--- src/rtl/jop_dbg_pkg.sv ---
// Shared definitions for the JOP host-side debug command controller.
//   - opcode bytes received from the debug UART
//   - status bytes returned to the debug UART
//   - controller state encoding
package jop_dbg_pkg;

    localparam logic [7:0] DBG_OP_STALL = 8'h01;
    localparam logic [7:0] DBG_OP_RUN   = 8'h02;
    localparam logic [7:0] DBG_OP_WRITE = 8'h03;
    localparam logic [7:0] DBG_OP_READ  = 8'h04;

    localparam logic [7:0] DBG_RSP_OK   = 8'hA5;
    localparam logic [7:0] DBG_RSP_ERR  = 8'hEE;

    typedef enum logic [2:0] {
        ST_IDLE = 3'd0,
        ST_ADDR = 3'd1,
        ST_DATA = 3'd2,
        ST_BUS  = 3'd3,
        ST_RESP = 3'd4,
        ST_SEND = 3'd5
    } dbg_state_e;

endpackage

--- src/rtl/jop_dbg_cmd.sv ---
// Host-side debug command controller for the JOP debug unit.
// Decodes a UART byte stream (STALL / RUN / WRITE / READ), performs one
// strobe/ack transfer on the debug bus per WRITE or READ, and returns a
// status byte (plus read data, MSB first) on the UART transmit stream.
//
// Ports:
//   clk, rst                 clock, synchronous active-high reset
//   rx_data/rx_valid/rx_ready   command bytes in (valid/ready)
//   tx_data/tx_valid/tx_ready   response bytes out (valid/ready)
//   dbg_stall_o              CPU stall request
//   dbg_stb_o/dbg_we_o       transfer strobe and write enable
//   dbg_adr_o/dbg_dat_o      transfer address and write data
//   dbg_dat_i/dbg_ack_i      read data and transfer acknowledge
module jop_dbg_cmd
    import jop_dbg_pkg::*;
#(
    parameter int AW          = 32,
    parameter int DW          = 32,
    parameter int ACK_TIMEOUT = 255
) (
    input  logic          clk,
    input  logic          rst,
    input  logic [7:0]    rx_data,
    input  logic          rx_valid,
    output logic          rx_ready,
    output logic [7:0]    tx_data,
    output logic          tx_valid,
    input  logic          tx_ready,
    output logic          dbg_stall_o,
    output logic          dbg_stb_o,
    output logic          dbg_we_o,
    output logic [AW-1:0] dbg_adr_o,
    output logic [DW-1:0] dbg_dat_o,
    input  logic [DW-1:0] dbg_dat_i,
    input  logic          dbg_ack_i
);

    localparam int AB = AW / 8;
    localparam int DB = DW / 8;
    localparam int MB = (AB > DB) ? AB : DB;
    localparam int CW = $clog2(MB + 1);
    localparam int TW = $clog2(ACK_TIMEOUT + 1);

    localparam logic [CW-1:0] ADR_LAST = CW'(AB - 1);
    localparam logic [CW-1:0] DAT_LAST = CW'(DB - 1);
    localparam logic [TW-1:0] TMO_LAST = TW'(ACK_TIMEOUT - 1);

    dbg_state_e    state_r;
    logic          is_wr_r;     // current command is WRITE (else READ)
    logic          read_ok_r;   // status byte is followed by read data
    logic [CW-1:0] cnt_r;       // parameter / response byte counter
    logic [TW-1:0] tmo_r;       // strobe cycles elapsed without ack
    logic [AW-1:0] adr_r;
    logic [DW-1:0] wdat_r;
    logic [DW-1:0] rdat_r;      // captured read data, shifted out MSB first
    logic          stall_r;
    logic          stb_r;
    logic          we_r;
    logic [7:0]    tx_data_r;
    logic          tx_valid_r;
    logic          rx_ready_r;
    logic          rx_fire_s;
    logic          tx_fire_s;

    assign rx_fire_s = rx_valid && rx_ready_r;
    assign tx_fire_s = tx_valid_r && tx_ready;

    // rx_ready is held low while reset is applied even though the
    // registered value already reflects the IDLE state.
    assign rx_ready    = rx_ready_r && !rst;
    assign tx_data     = tx_data_r;
    assign tx_valid    = tx_valid_r;
    assign dbg_stall_o = stall_r;
    assign dbg_stb_o   = stb_r;
    assign dbg_we_o    = we_r;
    assign dbg_adr_o   = adr_r;
    assign dbg_dat_o   = wdat_r;

    // Command FSM with all outputs registered.
    always_ff @(posedge clk) begin
        if (rst) begin
            state_r    <= ST_IDLE;
            is_wr_r    <= 1'b0;
            read_ok_r  <= 1'b0;
            cnt_r      <= '0;
            tmo_r      <= '0;
            adr_r      <= '0;
            wdat_r     <= '0;
            rdat_r     <= '0;
            stall_r    <= 1'b0;
            stb_r      <= 1'b0;
            we_r       <= 1'b0;
            tx_data_r  <= 8'h00;
            tx_valid_r <= 1'b0;
            rx_ready_r <= 1'b1;
        end else begin
            case (state_r)
                ST_IDLE: begin
                    if (rx_fire_s) begin
                        case (rx_data)
                            DBG_OP_STALL, DBG_OP_RUN: begin
                                stall_r    <= (rx_data == DBG_OP_STALL);
                                read_ok_r  <= 1'b0;
                                tx_data_r  <= DBG_RSP_OK;
                                tx_valid_r <= 1'b1;
                                rx_ready_r <= 1'b0;
                                state_r    <= ST_RESP;
                            end
                            DBG_OP_WRITE, DBG_OP_READ: begin
                                is_wr_r <= (rx_data == DBG_OP_WRITE);
                                cnt_r   <= '0;
                                state_r <= ST_ADDR;
                            end
                            default: begin
                                // Unknown opcode: only this byte is dropped.
                                read_ok_r  <= 1'b0;
                                tx_data_r  <= DBG_RSP_ERR;
                                tx_valid_r <= 1'b1;
                                rx_ready_r <= 1'b0;
                                state_r    <= ST_RESP;
                            end
                        endcase
                    end
                end
                ST_ADDR: begin
                    if (rx_fire_s) begin
                        adr_r <= (adr_r << 8) | AW'(rx_data);
                        if (cnt_r == ADR_LAST) begin
                            cnt_r <= '0;
                            if (is_wr_r) begin
                                state_r <= ST_DATA;
                            end else begin
                                stb_r      <= 1'b1;
                                we_r       <= 1'b0;
                                tmo_r      <= '0;
                                rx_ready_r <= 1'b0;
                                state_r    <= ST_BUS;
                            end
                        end else begin
                            cnt_r <= cnt_r + CW'(1);
                        end
                    end
                end
                ST_DATA: begin
                    if (rx_fire_s) begin
                        wdat_r <= (wdat_r << 8) | DW'(rx_data);
                        if (cnt_r == DAT_LAST) begin
                            cnt_r      <= '0;
                            stb_r      <= 1'b1;
                            we_r       <= 1'b1;
                            tmo_r      <= '0;
                            rx_ready_r <= 1'b0;
                            state_r    <= ST_BUS;
                        end else begin
                            cnt_r <= cnt_r + CW'(1);
                        end
                    end
                end
                ST_BUS: begin
                    // Ack wins over a timeout landing in the same cycle.
                    if (dbg_ack_i) begin
                        if (!is_wr_r) begin
                            rdat_r <= dbg_dat_i;
                        end
                        read_ok_r  <= !is_wr_r;
                        stb_r      <= 1'b0;
                        we_r       <= 1'b0;
                        tx_data_r  <= DBG_RSP_OK;
                        tx_valid_r <= 1'b1;
                        state_r    <= ST_RESP;
                    end else if (tmo_r == TMO_LAST) begin
                        read_ok_r  <= 1'b0;
                        stb_r      <= 1'b0;
                        we_r       <= 1'b0;
                        tx_data_r  <= DBG_RSP_ERR;
                        tx_valid_r <= 1'b1;
                        state_r    <= ST_RESP;
                    end else begin
                        tmo_r <= tmo_r + TW'(1);
                    end
                end
                ST_RESP: begin
                    if (tx_fire_s) begin
                        if (read_ok_r) begin
                            tx_data_r <= rdat_r[DW-1 -: 8];
                            rdat_r    <= rdat_r << 8;
                            cnt_r     <= '0;
                            state_r   <= ST_SEND;
                        end else begin
                            tx_valid_r <= 1'b0;
                            rx_ready_r <= 1'b1;
                            state_r    <= ST_IDLE;
                        end
                    end
                end
                ST_SEND: begin
                    if (tx_fire_s) begin
                        if (cnt_r == DAT_LAST) begin
                            tx_valid_r <= 1'b0;
                            rx_ready_r <= 1'b1;
                            state_r    <= ST_IDLE;
                        end else begin
                            tx_data_r <= rdat_r[DW-1 -: 8];
                            rdat_r    <= rdat_r << 8;
                            cnt_r     <= cnt_r + CW'(1);
                        end
                    end
                end
                default: begin
                    stb_r      <= 1'b0;
                    we_r       <= 1'b0;
                    tx_valid_r <= 1'b0;
                    rx_ready_r <= 1'b1;
                    state_r    <= ST_IDLE;
                end
            endcase
        end
    end

endmodule

--- config.mk ---
export PLATFORM = sky130hd
export DESIGN_NAME = jop_dbg_cmd
export DESIGN_NICKNAME = d
export VERILOG_FILES = /design/src/rtl/jop_dbg_pkg.sv /design/src/rtl/jop_dbg_cmd.sv
export SDC_FILE = /design/constraint.sdc
export NUM_CORES = 1
export LEC_CHECK = 0
export BUFFER_PORTS_ARGS = -buffer_cell sky130_fd_sc_hd__buf_2
export CORE_MARGIN = 5
export CORE_UTILIZATION = 45
export DETAILED_ROUTE_END_ITERATION = 16
export PLACE_DENSITY_LB_ADDON = 0.12
export SLEW_MARGIN = 30
export SYNTH_ARGS = -nofsm -noshare
export SYNTH_HDL_FRONTEND = slang
export SYNTH_SLANG_ARGS = --single-unit
--- constraint.sdc ---
create_clock -name clk -period 2.1 [get_ports clk]
set_input_delay 0.42 -clock clk [delete_from_list [all_inputs] [get_ports clk]]
set_output_delay 0.42 -clock clk [all_outputs]
set_load 0.02 [all_outputs]
Word-level counts from Yosys, hierarchy flattened
Index checks and enable logic that the tools add are counted.
W data, S select, Z words.
{"block": "word_totals", "reg_bits": 125, "inputBits": 45, "out_inout_bits": 77, "wordCells": 157}
{"block": "classes", "n_reduce_logical": 28, "eq_ne": 31, "bitwise": 5, "n_addsub": 2, "mux": 77}
{"cell": "$mux W32", "count": 6}
{"cell": "$mux W8", "count": 14}
{"cell": "$pmux W32 S3", "count": 1}
{"cell": "$or A32 B8 Y32", "count": 2}
{"cell": "$mux W3", "count": 20}
{"cell": "$ne A2 B2 Y1 const B", "count": 17}
{"cell": "$pmux W8 S4", "count": 1}
{"cell": "$reduce_and A8 Y1", "count": 4}
{"cell": "$mux W1", "count": 26}
{"cell": "$pmux W8 S3", "count": 1}
{"cell": "$pmux W3 S6", "count": 1}
{"cell": "$eq A8 B2 Y1 const B", "count": 2}
{"cell": "$pmux W8 S2", "count": 1}
{"cell": "$reduce_and A7 Y1", "count": 2}
{"cell": "$pmux W3 S4", "count": 1}
{"cell": "$reduce_and A12 Y1", "count": 1}
{"cell": "$eq A3 B2 Y1 const B", "count": 3}
{"cell": "$reduce_and A9 Y1", "count": 1}
{"cell": "$add A8 B1 Y8 const B", "count": 1}
{"cell": "$eq A8 B1 Y1 const B", "count": 1}
{"cell": "$eq A8 B3 Y1 const B", "count": 1}
{"cell": "$eq A8 B8 Y1 const B", "count": 1}
{"cell": "$pmux W1 S4", "count": 2}
{"cell": "$reduce_bool A4 Y1", "count": 2}
{"cell": "19 further kinds", "count": 31}

Logic depth before layout (Yosys ltp)
{"block": "depth", "ltp_word": 5, "mapped_depth": 9, "depth_no_buf": 8}

Least setup slack after synthesis
Ideal clock, no wire load.
{"block": "synth_timing", "path_type": "reg2reg", "start": "reg cnt_r[0]", "end": "reg rdat_r[13]", "path_slack_ns": 0.065, "t_arrival_ns": 1.944, "stages_incl_launch_ff": 10, "synth_period_minus_slack_ns": 2.035, "required_time_ns": 2.009, "setup_time_ns": 0.091, "path_buffers": 2, "cell_sequence": "dfxtp_1 > ha_1 > ha_1 > nand2b_1 > a21boi_0 > o31ai_1 > buf_2 > buf_2 > nor2_1 > a311oi_1"}
{"block": "synth_via", "elab_chain_len": 3}
{"element": "from (decl)", "line_no": "jop_dbg_cmd.sv:51", "source": "logic [CW-1:0] cnt_r;"}
{"element": "from (signal assigned)", "line_no": "jop_dbg_cmd.sv:140", "source": "cnt_r <= cnt_r + CW'(1);"}
{"element": "from (signal assigned)", "line_no": "jop_dbg_cmd.sv:155", "source": "cnt_r <= cnt_r + CW'(1);"}
{"element": "from (signal assigned)", "line_no": "jop_dbg_cmd.sv:205", "source": "cnt_r <= cnt_r + CW'(1);"}
{"element": "$eq A3 B2 Y1", "line_no": "jop_dbg_cmd.sv:198", "source": "if (cnt_r == DAT_LAST) begin"}
{"element": "$ne A2 B2 Y1 (no line)"}
{"element": "$reduce_and A7 Y1 (no line)"}
{"element": "to (signal assigned)", "line_no": "jop_dbg_cmd.sv:163", "source": "rdat_r <= dbg_dat_i;"}
{"element": "to (signal assigned)", "line_no": "jop_dbg_cmd.sv:186", "source": "rdat_r <= rdat_r << 8;"}
{"element": "to (signal assigned)", "line_no": "jop_dbg_cmd.sv:204", "source": "rdat_r <= rdat_r << 8;"}
{"element": "to (decl)", "line_no": "jop_dbg_cmd.sv:55", "source": "logic [DW-1:0] rdat_r;"}
Every way passes these cells.
A chain may end at the register's enable or synchronous reset.

Worst setup path in the final report
{"block": "layout_timing", "start": "reg cnt_r[0]", "end": "reg rx_ready_r"}
{"block": "layout_via", "elab_chain_len": 3, "word_cells_on_any_way": 5, "cone_classes": "4 x eq/ne; 1 x reduce/logical"}
{"element": "$eq A3 B2 Y1 *", "line_no": "jop_dbg_cmd.sv:128, jop_dbg_cmd.sv:147, jop_dbg_cmd.sv:198"}
{"element": "$ne A2 B2 Y1 (no line)"}
{"element": "$reduce_and A12 Y1 (no line) *"}
{"element": "to (signal assigned)", "line_no": "jop_dbg_cmd.sv:136", "source": "rx_ready_r <= 1'b0;"}
{"element": "to (signal assigned)", "line_no": "jop_dbg_cmd.sv:152", "source": "rx_ready_r <= 1'b0;"}
{"element": "to (signal assigned)", "line_no": "jop_dbg_cmd.sv:200", "source": "rx_ready_r <= 1'b1;"}
{"element": "to (decl)", "line_no": "jop_dbg_cmd.sv:61", "source": "logic rx_ready_r;"}
Every way passes the cells marked *; elsewhere a longest branch is shown, timed or not.

==> metrics.md <==
| Metric | Value |
|---|---|
| Outcome | `finished, final reports clean` |
| ANT nets after route | `0` |
| Clock Latency Late Sink | `0.41 ns` |
| CTS H-tree depth | `4` |
| Post-synth EDFFs | `0` |
| Crit path largest cell delay | `0.36 ns` |
| Slew HR | `0.662` |
| Overall routed net length | `14000 um` |
| Maximum VDD drop | `0.608 mV` |
| Total of max-cap violations | `0` |
| Dpl hpwl | `9590 um` |
| Final min period | `2.00 ns` |
| CTS buffer count | `17` |
| # DRC | `0` |
| FP Rows | `40` |
| Syn Nets | `723` |
| Mean Syn Cell Area | `8.05 sq um` |
| WL/cell | `14.6 um` |
| Synth area leader | `dfxtp_1` |
| FFs w/ async S/R, synth | `0` |
| Total grt overflow | `0` |
| Port Buffer Count | `121` |
| Hold wc startpoint | `dbg_dat_i[3]` |
| DR pass1 iterations | `5` |
| CP Capture Type | `register` |
| R2R Path Start | `cnt_r[0]$_SDFFE_PP0P_` |
| Hold Path Sink | `rdat_r[3]$_SDFFE_PP0P_` |
| Worst EP required | `2.39 ns` |
| Reg-to-reg slack, setup | `0.10 ns` |
| Reg2reg end | `rx_ready_r$_SDFFE_PP1P_` |
| Clk buf depth | `2` |
| CTS tree | `built` |
| Peak Freq | `500 MHz` |
| R2r worst-path depth | `7` |
| P per Cell Area | `1110 nW/um^2` |
| Synthesized netlist cell count | `673` |
| Die Ht | `120 um` |
| Total Nets Final | `847` |
| Yosys warns | `0` |
| Die area | `14300 sq um` |
| First-pass GRT wire length | `22900 um` |
| Final period util | `0.952` |
| Die W | `120 um` |
| Worst setup SP type | `register` |
| Clock sinks | `125` |
| Slew @ Worst Pin | `0.507 ns` |
| Reg clk slew, reported paths | `0.05 ns` |
| Yosys top cell area share | `0.462` |
| Commonest non-fill, non-tap cells in the layout | `nand2_1 (199), dfxtp_1 (123), buf_2 (120), a21oi_1 (93), nor2_1 (41)` |
| Netlist area before placement | `5420 sq um` |
| Area Overhead vs Synth | `27.4%` |
| Largest net degree at the start of global routing | `116` |
| Starting Density | `0.455` |
| Seq/Total Area, Yosys | `0.462` |
| Worst Hold Depth | `3` |
| Vias in the first global route | `4757` |
| Crit-path cells | `ha_2 > ha_1 > nand2b_1 > a21boi_0 > o22a_1 > nor3b_1 > o21ai_0` |
| Register Area | `2500 sq um` |
| Final Hold Vio Count | `0` |
| Filler cell count | `1136` |
| Hold Path Class | `in -> reg` |
| Yosys cell types | `68` |
| Final instance area | `6900 sq um` |
| Core area | `11900 sq um` |
| Static Leakage | `0.00272 uW` |
| Critical path class | `reg -> reg` |
| Power consumption | `7690 uW` |
| GRT Util Overall | `0.196` |
| Ports | `122` |
| Placed Area | `6270 sq um` |
| Yosys reg bits | `125` |
| Commonest non-fill, non-tap cell in the layout | `nand2_1` |
| 1st-iter DRT viols | `287` |
| Final number of setup-violating endpoints | `0` |
| Clk_skew | `0.00862 ns` |
| Antenna violations before repair | `0` |
| RePlAce Congestion | `0.845` |
| Inserted Diodes | `0` |
| Via density | `5.36` |
| Area of the multi-input gates | `2680 sq um` |
| Leading register cell type out of synthesis | `dfxtp_1` |
| Max Slew Vio Count | `0` |
| Vias | `5127` |
| Area contributors post-synth | `dfxtp_1 (46%), nand2_1 (14%), a21oi_1 (8.6%)` |
| Root buf cell | `clkbuf_16` |
| Crit path DAT | `2.29 ns` |
| Critical Path Fanout Max | `6` |
| Layout cells sized above 1 | `0.264` |
| Worst path slowest cell | `dfxtp_1` |
routing by layer:
metal | track usage | share of wire | vias up
met5 | 0 | 0 | -
met2 | 0.304 | 0.48 | 105
li1 | - | - | 2585
met3 | 0.0594 | 0.050 | 14
met1 | 0.258 | 0.45 | 2423
met4 | 0.0680 | 0.011 | 0
worst max path at each step:
stage / endpoint / startpoint / cells past startpoint / slack [ns]
2_1_floorplan: rdat_r[13]$_SDFFE_PP0P_ / cnt_r[0]$_SDFFE_PP0P_ / 9 / 0.06
3_3_place_gp: tx_data[2]$_SDFFE_PP0P_ / rx_data[3] / 6 / 0.02
3_5_place_dp: cnt_r[0]$_SDFFE_PP0P_ / rx_data[3] / 6 / -0.04
4_1_cts: rdat_r[0]$_SDFFE_PP0P_ / cnt_r[0]$_SDFFE_PP0P_ / 8 / 0.01
5_1_grt: rx_ready_r$_SDFFE_PP1P_ / cnt_r[0]$_SDFFE_PP0P_ / 7 / -0.03
6_report: rx_ready_r$_SDFFE_PP1P_ / cnt_r[0]$_SDFFE_PP0P_ / 7 / 0.10
sequential cells by signal, summed over array words and instances, names as in the netlist:
register and count:
dbg_dat_o 32, dbg_stb_o 1, cnt_r 3, dbg_stall_o 1, state_r 3, tx_data 8
read_ok_r 1, is_wr_r 1, dbg_we_o 1, rdat_r 32, dbg_adr_o 32, tmo_r 8
rx_ready_r 1, tx_valid 1
cell usage after synthesis, drive strengths merged, types with 6 or more instances:
cell / n
nand2: 199
dfxtp: 125
a21oi: 94
nor2: 41
clkbuf: 39
a311oi: 30
nand3: 16
buf: 10
a211oi: 9
inv: 9
o21ai: 8
nor3: 6
kinds of logic (layout without fill, tap and decap cells):
| logic type | count (synthesis) | count (layout) | synth area share |
|---|---|---|---|
| multiplexers | 5 | 5 | 0.00947 |
| XOR/XNOR | 3 | 3 | 0.00485 |
| flip-flops | 125 | 125 | 0.462 |
| AO/OA/AOI/OAI | 180 | 180 | 0.225 |
| adder cells (fa/ha/maj) | 6 | 6 | 0.0134 |
| buffers and inverters | 59 | 196 | 0.0538 |
| AND/OR/NAND/NOR | 295 | 295 | 0.232 |
critical path: cells and delay by family (launching register included):
kind / cells / cell delay (ns)
flip-flops: 1 / 0.36
AND/OR/NAND/NOR: 2 / 0.40
AO/OA/AOI/OAI: 3 / 0.77
adder cells (fa/ha/maj): 2 / 0.35
stage by stage:
step,instances,setup slack (ns),utilization,TNS (ns),hold slack (ns)
after floorplan,673,0.0647,-,0,0.432
after global placement,923,0.0227,0.526,0,0.438
final,957,0.102,0.579,0,0.260
after global routing,957,-0.0289,0.579,-0.0438,0.251
after detailed placement,923,-0.0394,0.526,-0.0590,0.443
after CTS,955,0.0139,0.574,0,0.244
area by class of cell:
| type | instances | share of cell area |
|---|---|---|
| Multi-Input combinational cell | 489 | 0.388 |
| Sequential cell | 125 | 0.363 |
| Timing Repair Buffer | 155 | 0.134 |
| Clock buffer | 26 | 0.0709 |
| Tap cell | 147 | 0.0267 |
| Clock inverter | 6 | 0.0122 |
| Inverter | 9 | 0.00490 |
report_power, final:
group          switching [uW]  internal [uW]  leakage [uW]
Clock                     999           1840      0.000282
Sequential                160           2550       0.00101
Combinational            1300            845       0.00142
Total                    2460           5230       0.00272
timing repair:
action / CTS / global route
hold buffers: 0 / 0
resized for setup: 0 / 9
endpoints found under the setup margin: 1 / 44
pin swaps: 1 / 2
setup buffers: 0 / 2
Power figures use the tool's default switching activity.
